`src/rtl/instruction_encoder.sv`:
```
// ----------------------------------------------------------------------------
// instruction_encoder : packs RV32 fields and a signed immediate into an
// instruction word through a two-stage valid/ready pipeline.  Revision: 1.0
// ----------------------------------------------------------------------------
`default_nettype none

package types;
  typedef enum logic [2:0] {
    R_TYPE = 3'd0,
    I_TYPE = 3'd1,
    S_TYPE = 3'd2,
    B_TYPE = 3'd3,
    U_TYPE = 3'd4,
    J_TYPE = 3'd5
  } inst_format_t;
endpackage

module instruction_encoder #(
  parameter int ERR_CNT_W = 16
) (
  input  logic                 clk,
  input  logic                 rst,
  input  logic                 in_valid,
  output logic                 in_ready,
  input  types::inst_format_t  in_fmt,
  input  logic [6:0]           in_opcode,
  input  logic [4:0]           in_rd,
  input  logic [4:0]           in_rs1,
  input  logic [4:0]           in_rs2,
  input  logic [2:0]           in_funct3,
  input  logic [6:0]           in_funct7,
  input  logic [31:0]          in_imm,
  output logic                 out_valid,
  input  logic                 out_ready,
  output logic [31:0]          out_inst,
  output logic                 out_err,
  output logic [ERR_CNT_W-1:0] err_count
);
  import types::*;

  logic                 s1_valid_q;
  inst_format_t         s1_fmt_q;
  logic [6:0]           s1_opcode_q;
  logic [4:0]           s1_rd_q;
  logic [4:0]           s1_rs1_q;
  logic [4:0]           s1_rs2_q;
  logic [2:0]           s1_funct3_q;
  logic [6:0]           s1_funct7_q;
  logic [31:0]          s1_imm_q;
  logic                 s1_err_q;

  logic                 s2_valid_q;
  logic [31:0]          s2_inst_q;
  logic                 s2_err_q;
  logic [ERR_CNT_W-1:0] err_cnt_q;

  logic                 s2_adv;
  logic                 in_fire;
  logic                 imm_err_d;
  logic [31:0]          inst_d;
  logic [ERR_CNT_W-1:0] err_cnt_d;

  assign s2_adv   = !s2_valid_q || out_ready;
  assign in_ready = !s1_valid_q || s2_adv;
  assign in_fire  = in_valid && in_ready;

  // A range check is a sign-extension check: the bits above the field must all match.
  always_comb begin
    imm_err_d = 1'b0;
    case (in_fmt)
      I_TYPE, S_TYPE: imm_err_d = (in_imm[31:11] != '0) && (in_imm[31:11] != '1);
      B_TYPE:         imm_err_d = ((in_imm[31:12] != '0) && (in_imm[31:12] != '1)) || in_imm[0];
      J_TYPE:         imm_err_d = ((in_imm[31:20] != '0) && (in_imm[31:20] != '1)) || in_imm[0];
      U_TYPE:         imm_err_d = (in_imm[11:0] != 12'd0);
      default:        imm_err_d = 1'b0;
    endcase
  end

  always_comb begin
    inst_d = {s1_funct7_q, s1_rs2_q, s1_rs1_q, s1_funct3_q, s1_rd_q, s1_opcode_q};
    case (s1_fmt_q)
      I_TYPE: inst_d = {s1_imm_q[11:0], s1_rs1_q, s1_funct3_q, s1_rd_q, s1_opcode_q};
      S_TYPE: inst_d = {s1_imm_q[11:5], s1_rs2_q, s1_rs1_q, s1_funct3_q,
                        s1_imm_q[4:0], s1_opcode_q};
      B_TYPE: inst_d = {s1_imm_q[12], s1_imm_q[10:5], s1_rs2_q, s1_rs1_q, s1_funct3_q,
                        s1_imm_q[4:1], s1_imm_q[11], s1_opcode_q};
      U_TYPE: inst_d = {s1_imm_q[31:12], s1_rd_q, s1_opcode_q};
      J_TYPE: inst_d = {s1_imm_q[20], s1_imm_q[10:1], s1_imm_q[11], s1_imm_q[19:12],
                        s1_rd_q, s1_opcode_q};
      default: ;
    endcase
    if (s1_err_q) inst_d = '0;
  end

  always_comb begin
    err_cnt_d = err_cnt_q;
    if (s2_valid_q && out_ready && s2_err_q && (err_cnt_q != '1))
      err_cnt_d = err_cnt_q + ERR_CNT_W'(1);
  end

  always_ff @(posedge clk) begin
    if (rst) begin
      s1_valid_q  <= 1'b0;
      s1_fmt_q    <= R_TYPE;
      s1_opcode_q <= '0;
      s1_rd_q     <= '0;
      s1_rs1_q    <= '0;
      s1_rs2_q    <= '0;
      s1_funct3_q <= '0;
      s1_funct7_q <= '0;
      s1_imm_q    <= '0;
      s1_err_q    <= 1'b0;
      s2_valid_q  <= 1'b0;
      s2_inst_q   <= '0;
      s2_err_q    <= 1'b0;
      err_cnt_q   <= '0;
    end else begin
      if (in_ready) s1_valid_q <= in_valid;
      if (in_fire) begin
        s1_fmt_q    <= in_fmt;
        s1_opcode_q <= in_opcode;
        s1_rd_q     <= in_rd;
        s1_rs1_q    <= in_rs1;
        s1_rs2_q    <= in_rs2;
        s1_funct3_q <= in_funct3;
        s1_funct7_q <= in_funct7;
        s1_imm_q    <= in_imm;
        s1_err_q    <= imm_err_d;
      end
      if (s2_adv) begin
        s2_valid_q <= s1_valid_q;
        // Data only moves with a real word so the output holds its last value when idle.
        if (s1_valid_q) begin
          s2_inst_q <= inst_d;
          s2_err_q  <= s1_err_q;
        end
      end
      err_cnt_q <= err_cnt_d;
    end
  end

  assign out_valid = s2_valid_q;
  assign out_inst  = s2_inst_q;
  assign out_err   = s2_err_q;
  assign err_count = err_cnt_q;

endmodule

`default_nettype wire

```
`config.mk`:
```
export PLATFORM = sky130hd
export DESIGN_NAME = instruction_encoder
export DESIGN_NICKNAME = d
export VERILOG_FILES = /design/src/rtl/instruction_encoder.sv
export SDC_FILE = /design/constraint.sdc
export NUM_CORES = 1
export LEC_CHECK = 0
export CAP_MARGIN = 20
export CELL_PAD_IN_SITES_DETAIL_PLACEMENT = 1
export CELL_PAD_IN_SITES_GLOBAL_PLACEMENT = 2
export CORE_MARGIN = 4
export CORE_UTILIZATION = 28
export DETAILED_ROUTE_END_ITERATION = 10
export PLACE_DENSITY_LB_ADDON = 0.12
export SETUP_SLACK_MARGIN = 0.3
export SYNTH_ARGS = -nofsm -noshare
export SYNTH_HDL_FRONTEND = slang
export SYNTH_SLANG_ARGS = --single-unit
```
`constraint.sdc`:
```
create_clock -name clk -period 2.6 [get_ports clk]
set_clock_uncertainty 0.05 [all_clocks]
set_input_delay 0.52 -clock clk [delete_from_list [all_inputs] [get_ports clk]]
set_output_delay 0.52 -clock clk [all_outputs]
set_load 0.01 [all_outputs]
```
==> results.md, run 1 <==
- FFs w/ async S/R, synth: 0%
- Final antenna-violating net count: 0
- Antenna diode instance count: 0
- Die height: ~140 um
- Cell accounting for the most synthesized area: dfxtp_1
- Sw frac: 24.4%
- Area growth syn-to-layout: 39.1%
- CP Cell Sequence: clkdlybuf4s50_1, nand3b_1, dlygate4sd2_1
- Top FF cell, synth: dfxtp_1
- Highest Clock Rate: between 400 and 500 MHz
- Yosys cell types: 43
- Top-count cell post-synth: nand2_1
- Starting density of the core: 28.6%
- Post-synth EDFFs: 0
- CP Class: in2out
- Mapped Area: 0.00515 mm^2
- Die area: 0.0206 mm^2
- Fin util: 39.8%
- Setup_tns: 0 ns
- Register bit total from synthesis: 119
- Mean Syn Cell Area: 7.88 um^2
- Synth area leaders: dfxtp_1, nand2_1, a21oi_1
- Crit end category: output port
- P_sw: 0.00113 W
- Combinational Power Share: 11.0%
- Buf/Inv on CP: 2
- Clk slew on worst S/H paths: 0.05 ns
- Hold Crit Class: reg2reg
- Critical path's largest stage delay: 0.52 ns
- Final setup viols: 0
- Sequential share of the synthesized area: around 46%
- VDD IR-drop max: approximately 0.47 mV
- Yosys warnings: 0
- Via count: roughly 5000
- DR WL/cell: 17.2 um
- Share of cells above drive strength 1: 8.37%
- Overall Global Routing Usage: 17.1%
- Static Leakage: 2.55 nW
- Sequential share of power: 42.7%
- Syn Nets: 726
- CTS sink count: 119
- Synth top area share: 46.2%
- Worst Setup Start Kind: input port
- PwrDens: 644 mW/mm^2
- DRT Pass-1 Iters: 4
- Setup repair after global routing missed its margin: false
- Final #Nets: between 800 and 900
- Initial drt markers: 187
- Clk pwr share: between 40% and 50%
- Outcome: complete, no violations
- Routability Congestion: about 0.75
- CP delay by family, top: buffers and inverters
- Final WL: about 17000 um
- Post-DP HPWL: between 10000 and 15000 um
- TritonCTS clock tree: done
- Worst Path Required: just over 2 ns
- Arr. time, crit path: 1.52 ns
- Slowest stage cell, crit path: clkdlybuf4s50_1
- Maxcap violations: 0
- Deepest clock path buffer count: 2
- Root buf cell: clkbuf_16
- Cells after synthesis: 654
- Vias in the first global route: 5333
- H-Tree Depth: 4
- Vias per inst: 4.99
- DIE WIDTH: 144 um
- Total gr overflow: 0
- Initial antenna violation count: 1
- Synth cell count leaders: nand2_1, dfxtp_1, a21oi_1, nor2_1, clkbuf_1
- Relative slew slack: 36.0%
- Port bufs: 121
- First-pass GRT wire length: 27600 um
- Row count: just under 50
- Core area: 0.0180 mm^2
- Period minus WS final: 2.09 ns
- Post-route clock period utilization: 80.5%
- Hold Buf Count CTS: 0
- Final Max Slew Viols: 0
- # IOs: ~120
- Later-pin clock latency in the skew report: 0.42 ns
- Worst Max-Slew Pin Slew: around 0.96 ns
- CTS Buf Count: 17
- Hold Fails Final Rpt: 0
- Internal: between 0.003 and 0.004 W
- Largest net degree at the start of global routing: 52
- Crit path max fanout: 4
- Residual DRC: 0
## registers in the layout (all words and copies together) (netlist names), 5 cells and up
register,cells
out_inst,32
s1_rs1_q,5
s1_rs2_q,5
s1_opcode_q,7
err_count,16
s1_rd_q,5
s1_funct7_q,7
s1_imm_q,32
## final timing paths
kind	from	to	slack, ns	depth (start not counted)
worst min-delay path	s1_imm_q[18]	s1_imm_q[18]	0.40	2
worst max register to register	err_count[0]	err_count[8]	0.52	6
worst min register to register	s1_imm_q[18]	s1_imm_q[18]	0.40	2
worst max-delay path	out_ready	in_ready	0.51	3
## logic make-up after synthesis
logic type	after synthesis	share of synthesized area [%]
muxes	16	3.40
DFF	119	46.2
AOI/OAI and AO/OA	151	16.7
and+or+nand+nor	294	26.2
adders and majority gates	1	0.243
xor gates and xnor gates	16	2.72
buffers and inverters	57	4.47
## layout by cell type (no fill, tap or decap), drive strengths merged, types with 2 or more instances in the layout
master | Yosys | layout
xor2 | 7 | 7
xnor2 | 9 | 9
or4b | 6 | 6
o22ai | 6 | 6
clkbuf | 37 | 24
nor2b | 2 | 2
nor3 | 8 | 8
nor2 | 62 | 62
o2111ai | 2 | 2
or4 | 8 | 8
a2111oi | 3 | 3
dfxtp | 119 | 119
mux2 | 12 | 12
nand2b | 2 | 2
nand2 | 156 | 156
and3 | 2 | 2
buf | 10 | 21
a211oi | 2 | 2
o21ai | 12 | 12
nand4 | 8 | 8
a21oi | 102 | 102
inv | 10 | 10
a22oi | 14 | 14
nand3b | 2 | 2
clkdlybuf4s50 | 0 | 119
nor3b | 12 | 12
mux2i | 4 | 4
nand3 | 10 | 10
or2 | 2 | 2
clkinv | 0 | 4
o211ai | 2 | 2
o221ai | 8 | 8
nor4 | 12 | 12
## stage by stage
stage          instance area, um^2  instances  setup slack (ns)  hold slack, ns  total power, W
2_1_floorplan                 5150        654             0.650           0.382         0.00224
3_3_place_gp                  6650        977             0.219           0.392         0.00251
3_5_place_dp                  6650        977            0.0545           0.397         0.00253
4_1_cts                       7170       1006             0.496           0.406         0.00469
5_1_grt                       7170       1006             0.356           0.422         0.00484
6_report                      7170       1006             0.506           0.404         0.00462
## tightest hold or removal path, cell delays in order, from the launching register on
cell and delay [ns]:
dfxtp_1 0.30, nand2_1 0.05, a21oi_1 0.05
## power groups by stage
stage	sequential, W	combinational, W	clock [W]
4_1_cts	0.00197	0.000518	0.00220
3_5_place_dp	0.00201	0.000516	0
6_report	0.00197	0.000509	0.00214
2_1_floorplan	0.00199	0.000256	0
5_1_grt	0.00198	0.000565	0.00229
3_3_place_gp	0.00201	0.000504	0
## layer usage
metal  vias up  GRT usage [%]  share of wire (%)
met1      2413           20.9                 45
met4         2           5.85                1.5
met2        90           29.2                 49
met3        20           4.43                4.3
met5         -              0               0.11
li1       2490              -                  -
## repair_timing
action | CTS | global route
resized for setup | 1 | 0
buffers inserted | 0 | 0
hold endpoints to repair | 0 | 0
endpoints found under the setup margin | 1 | 0
## cell type report
cell class                      instances  area [um^2]
Clock buffer                           24          472
Clock inverter                          5         50.0
Fill cell                            2130        10900
Inverter                               10         37.5
Multi-Input combinational cell        478         2550
Sequential cell                       119         2380
Tap cell                              229          287
Timing Repair Buffer                  141         1400
(Power assumes the default switching activity.)
==> inputs of run 2 (changes only) <==
==> constraint.sdc (replaced) <==
create_clock -name clk -period 2.02 [get_ports clk]
set_clock_uncertainty 0.05 [all_clocks]
set_input_delay 0.404 -clock clk [delete_from_list [all_inputs] [get_ports clk]]
set_output_delay 0.404 -clock clk [all_outputs]
set_load 0.01 [all_outputs]
==> run 2 against run 1 <==
Net effect:
- total power is 43% higher
- hold slack worse by 0.14 ns
- sequential share of layout area is 2.1 points lower
- first-iteration DRC count is 20% lower
- critical path depth is 2 higher
- combinational power is 38% higher
- critical path type is now reg2reg
- highest routed layer unchanged
==> results.md, run 2 (synthesis gave the netlist of run 1 again) <==
- DR WL/cell: ~17 um
- Antenna diode instance count: 0
- Final setup viols: 0
- CTS Buf Count: 17
- Finished Layout Cells: 1054
- Highest Clock Rate: 590 MHz
- Final WL: roughly 18000 um
- Hold path cells: 3
- Die area: 0.0206 mm^2
- Largest net degree at the start of global routing: 36
- Total power: between 0.006 and 0.007 W
- Post-DP HPWL: ~13000 um
- DIE WIDTH: between 100 and 150 um
- Placement Setup Slack: -0.175 ns
- R2r endpoint: err_count[11]
- Via count: 5206
- PwrDens: 848 mW/mm^2
- Core area: roughly 0.018 mm^2
- Hold Fails Final Rpt: 0
- Clk slew on worst S/H paths: 0.06 ns
- Final #Nets: 884
- Hold path startpoint: in_imm[16]
- Maxcap violations: 0
- Final antenna-violating net count: 0
- Worst Hold Endpoint: s1_imm_q[16]
- Crit end category: register
- Deepest clock path buffer count: 2
- Later-pin clock latency in the skew report: 0.42 ns
- Total gr overflow: 0
- Area post-placement: 0.00693 mm^2
- Final Max Slew Viols: 0
- Arr. time, crit path: just under 2 ns
- CTS sink count: 119
- Relative slew slack: 70.4%
- Starting density of the core: roughly 29%
- Initial antenna violation count: 1
- Worst Setup Start Kind: register
- Share of cells above drive strength 1: 19.0%
- Root buf cell: clkbuf_16
- Crit path max fanout: 5
- Vias in the first global route: 5440
- Commonest non-fill, non-tap cell in the layout: nand2_1
- Vias per inst: 4.94
- Initial drt markers: 150
- Residual DRC: 0
- Hold_ws: 0.263 ns
- H-Tree Depth: 4
- Hold Crit Class: in2reg
- VDD IR-drop max: 0.598 mV
- R2r setup slk: 0.32 ns
- Reg2reg path depth: 5
- TritonCTS clock tree: done
- Row count: 49
- Worst Max-Slew Pin Slew: 0.442 ns
- Critical Path Start: err_count[6]
- Post-route clock period utilization: 84.0%
- Outcome: complete, no violations
- Period minus WS final: 1.70 ns
- Fin area: 0.00778 mm^2
- Worst reg2reg startpoint: err_count[6]
- Commonest non-fill, non-tap cells in the layout: nand2_1, dfxtp_1, a21oi_1
- First-pass GRT wire length: approximately 29000 um
- Placed instance count: 1007
- Routability Congestion: 0.766
- # IOs: 122
- DRT Pass-1 Iters: 4
- Setup repair after global routing missed its margin: true
- Static Leakage: 3.14 nW
- Overall Global Routing Usage: 17.6%
- Die height: ~140 um
- Area growth syn-to-layout: 50.9%
- CP Class: reg2reg
- Setup WS post-layout: 0.324 ns
- Port bufs: 121
- Worst Path Required: 2.28 ns
## run 2: critical path, cell delays in order (launching register included)
cell and delay (ns):
dfxtp_4 0.38, nand4_4 0.12, or4_4 0.61, o2111ai_2 0.20, xor2_1 0.17, nor2_1 0.06
## run 2: worst max path at each step
stage | endpoint | slack (ns) | depth (start not counted)
after floorplan | err_count[13] | 0.31 | 6
after global routing | err_count[11] | 0.21 | 5
after global placement | s1_err_q | -0.16 | 8
final | err_count[11] | 0.32 | 5
after detailed placement | s1_err_q | -0.17 | 6
after CTS | in_ready | 0.22 | 3
## run 2: where the power goes
part	switching, W	total, W	internal (W)	leakage [nW]
logic	0.000361	0.000703	0.000342	1.86
clock network	0.00119	0.00337	0.00218	0.304
registers	0.0000744	0.00252	0.00244	0.983
## run 2: routing by layer
metal | GRT usage, % | wire length (um)
met3 | 5.02 | 762
met4 | 5.05 | 228
met1 | 21.8 | 8110
met5 | 0 | 13
met2 | 29.7 | 8960
## run 2: through the flow
stage / setup TNS, ns / utilization, %
after floorplan: 0 / -
after CTS: 0 / 41.9
after detailed placement: -1.47 / 38.4
after global routing: 0 / 43.2
final: 0 / 43.2
after global placement: -0.327 / 38.4
## run 2: final cells by class
type | count | area [um^2]
clock inverters | 13 | 193
flip-flops and latches | 119 | 2420
well taps | 229 | 287
repair buffers | 184 | 1660
multi-input cells | 480 | 2710
inverters | 10 | 37.5
clock buffers | 19 | 464
fillers | 2136 | 10200
## run 2: timing repair
action / 4_1_cts / 5_1_grt
endpoints found under the setup margin: 79 / 59
gates cloned: 1 / 1
pin swaps: 0 / 7
setup buffers: 0 / 13
resized for setup: 60 / 37
hold buffers: 0 / 0
==> inputs of run 3 (changes only) <==
==> constraint.sdc (replaced) <==
create_clock -name clk -period 1.6 [get_ports clk]
set_clock_uncertainty 0.05 [all_clocks]
set_input_delay 0.32 -clock clk [delete_from_list [all_inputs] [get_ports clk]]
set_output_delay 0.32 -clock clk [all_outputs]
set_load 0.01 [all_outputs]
==> run 3 against run 2 <==
Net effect:
- the run now ends with setup timing left
- final area rose by 31%
- flip-flop and latch count did not move
- largest power group unchanged
- maximum frequency barely moved
- combinational power rose by 130%
- count of clock-buffer cells in the layout rose by 5
- largest cell class unchanged
- global-route usage rose by 3.8 points
- critical path type unchanged
- sequential power rose by 27%
- setup slack got worse by 0.42 ns
- non-clock buffer count rose by 86
==> results.md, run 3 (synthesis gave the netlist of run 1 again) <==
- Die area: 0.0206 mm^2
- Fin util: 56.4%
- DR WL/cell: between 15 and 20 um
- PwrDens: 857 mW/mm^2
- Static Leakage: 4.10 nW
- Setup WS post-layout: -0.0954 ns
- Finished Layout Cells: 1139
- Buf/Inv on CP: 0
- Crit path max fanout: 5
- Commonest non-fill, non-tap cell in the layout: nand2_1
- Commonest non-fill, non-tap cells in the layout: nand2_1, dfxtp_1, buf_4
- H-Tree Depth: 4
- Hold Fails Final Rpt: 0
- Final setup viols: 9
- Starting density of the core: 28.6%
- Port bufs: 121
- Fillers: 1960
- Worst Setup Start Kind: register
- Routability Congestion: just over 0.8
- Final WL: 22400 um
- CTS sink count: around 120
- Post-route clock period utilization: 106%
- Core area: between 0.015 and 0.02 mm^2
- Initial antenna violation count: 2
- Slowest stage cell, crit path: or4_4
- Deepest clock path buffer count: 2
- # IOs: 122
- Via count: 5738
- CP delay by family, top: simple AND/OR/NAND/NOR gates
- Worst Path Required: 1.85 ns
- Placed instance count: around 1000
- CTS Buf Count: 17
- Largest net degree at the start of global routing: 48
- Final #Nets: 970
- First-pass GRT wire length: 34100 um
- Vias in the first global route: 6232
- Overall Global Routing Usage: 21.4%
- Total power: 0.00872 W
- Hold Buf Count CTS: 0
- Final Max Slew Viols: 0
- TritonCTS clock tree: done
- Period minus WS final: approximately 1.7 ns
- Worst Max-Slew Pin Slew: 0.436 ns
- Hold Crit Class: in2reg
- Critical path's largest stage delay: 0.48 ns
- Maxcap violations: 0
- Clk slew on worst S/H paths: ~0.060 ns
- Total gr overflow: 0
- CP Class: reg2reg
- Die height: 144 um
- Final antenna-violating net count: 0
- Failing checks: setup timing
- Crit end category: register
- Row count: slightly below 50
- Share of cells above drive strength 1: 56.0%
- Setup repair after global routing missed its margin: true
- Root buf cell: clkbuf_16
- DIE WIDTH: 144 um
- Fin area: 0.0102 mm^2
- Initial drt markers: between 150 and 200
- Later-pin clock latency in the skew report: ~0.41 ns
- VDD IR-drop max: 0.751 mV
- Post-DP HPWL: 13400 um
- Highest Clock Rate: 590 MHz
- Relative slew slack: 70.9%
- Arr. time, crit path: 1.94 ns
- Outcome: finished with violations
- Area post-placement: 0.00743 mm^2
- Residual DRC: 0
- Area growth syn-to-layout: 97.4%
- Vias per inst: 5.04
- Antenna diode instance count: 0
- CP Cell Sequence: ha_4, nand2_4, or4_4, o21ai_1, xor2_1, nor2_1
- DRT Pass-1 Iters: 4
## run 3: cell types whose count changed in the layout (fill, tap and decap cells not counted), sizes merged
cell / previous run / this run
dlymetal6s2s: 4 / 0
inv: 12 / 10
dlygate4sd2: 50 / 21
clkinvlp: 5 / 2
buf: 64 / 197
clkinv: 2 / 3
bufinv: 4 / 2
clkdlybuf4s15: 0 / 4
clkbuf: 20 / 27
clkdlybuf4s50: 65 / 45
## run 3: area by class of cell
| type | instances | area, um^2 | share of cell area [%] |
|---|---|---|---|
| multi-input combinational | 480 | 3820 | 37.6 |
| timing repair buffer | 270 | 2940 | 28.9 |
| sequential | 119 | 2470 | 24.3 |
| clock buffer | 24 | 522 | 5.13 |
| tap | 229 | 287 | 2.82 |
| clock inverter | 7 | 90.1 | 0.885 |
| inverter | 10 | 42.5 | 0.418 |
## run 3: where the power goes
| part | internal (W) | switching (W) |
|---|---|---|
| Clock | 0.00257 | 0.00136 |
| Combinational | 0.000836 | 0.000753 |
| Sequential | 0.00309 | 0.000125 |
| Total | 0.00649 | 0.00223 |
## run 3: final timing paths
path / slack [ns] / from / depth (start not counted) / end
max: -0.1 / err_count[1] / 6 / err_count[5]
min: 0.26 / rst / 2 / s1_funct7_q[5]
max reg2reg: -0.1 / err_count[1] / 6 / err_count[5]
min reg2reg: 0.41 / out_inst[29] / 2 / out_inst[29]
## run 3: repair_timing
item / in CTS / in global routing
setup endpoints to repair: 167 / 145
cloned: 17 / 3
gates resized for setup: 549 / 89
buffers inserted: 35 / 12
pin swaps: 65 / 54
hold endpoints to repair: 0 / 0
## run 3: stage by stage
step | setup slack, ns | hold WS [ns] | setup TNS, ns
final | -0.0954 | 0.261 | -0.308
after global routing | -0.190 | 0.264 | -2.02
after CTS | -0.0594 | 0.240 | -0.228
after detailed placement | -0.514 | 0.400 | -34.84
after global placement | -0.459 | 0.392 | -30.99
after floorplan | -0.102 | 0.382 | -0.717
## run 3: metal layers
layer	vias up	GRT usage (%)	wire length, um
met2	109	35.4	11200
met5	-	0	27
met4	4	5.30	278
met1	2832	27.9	9890
li1	2766	-	-
met3	27	5.32	990
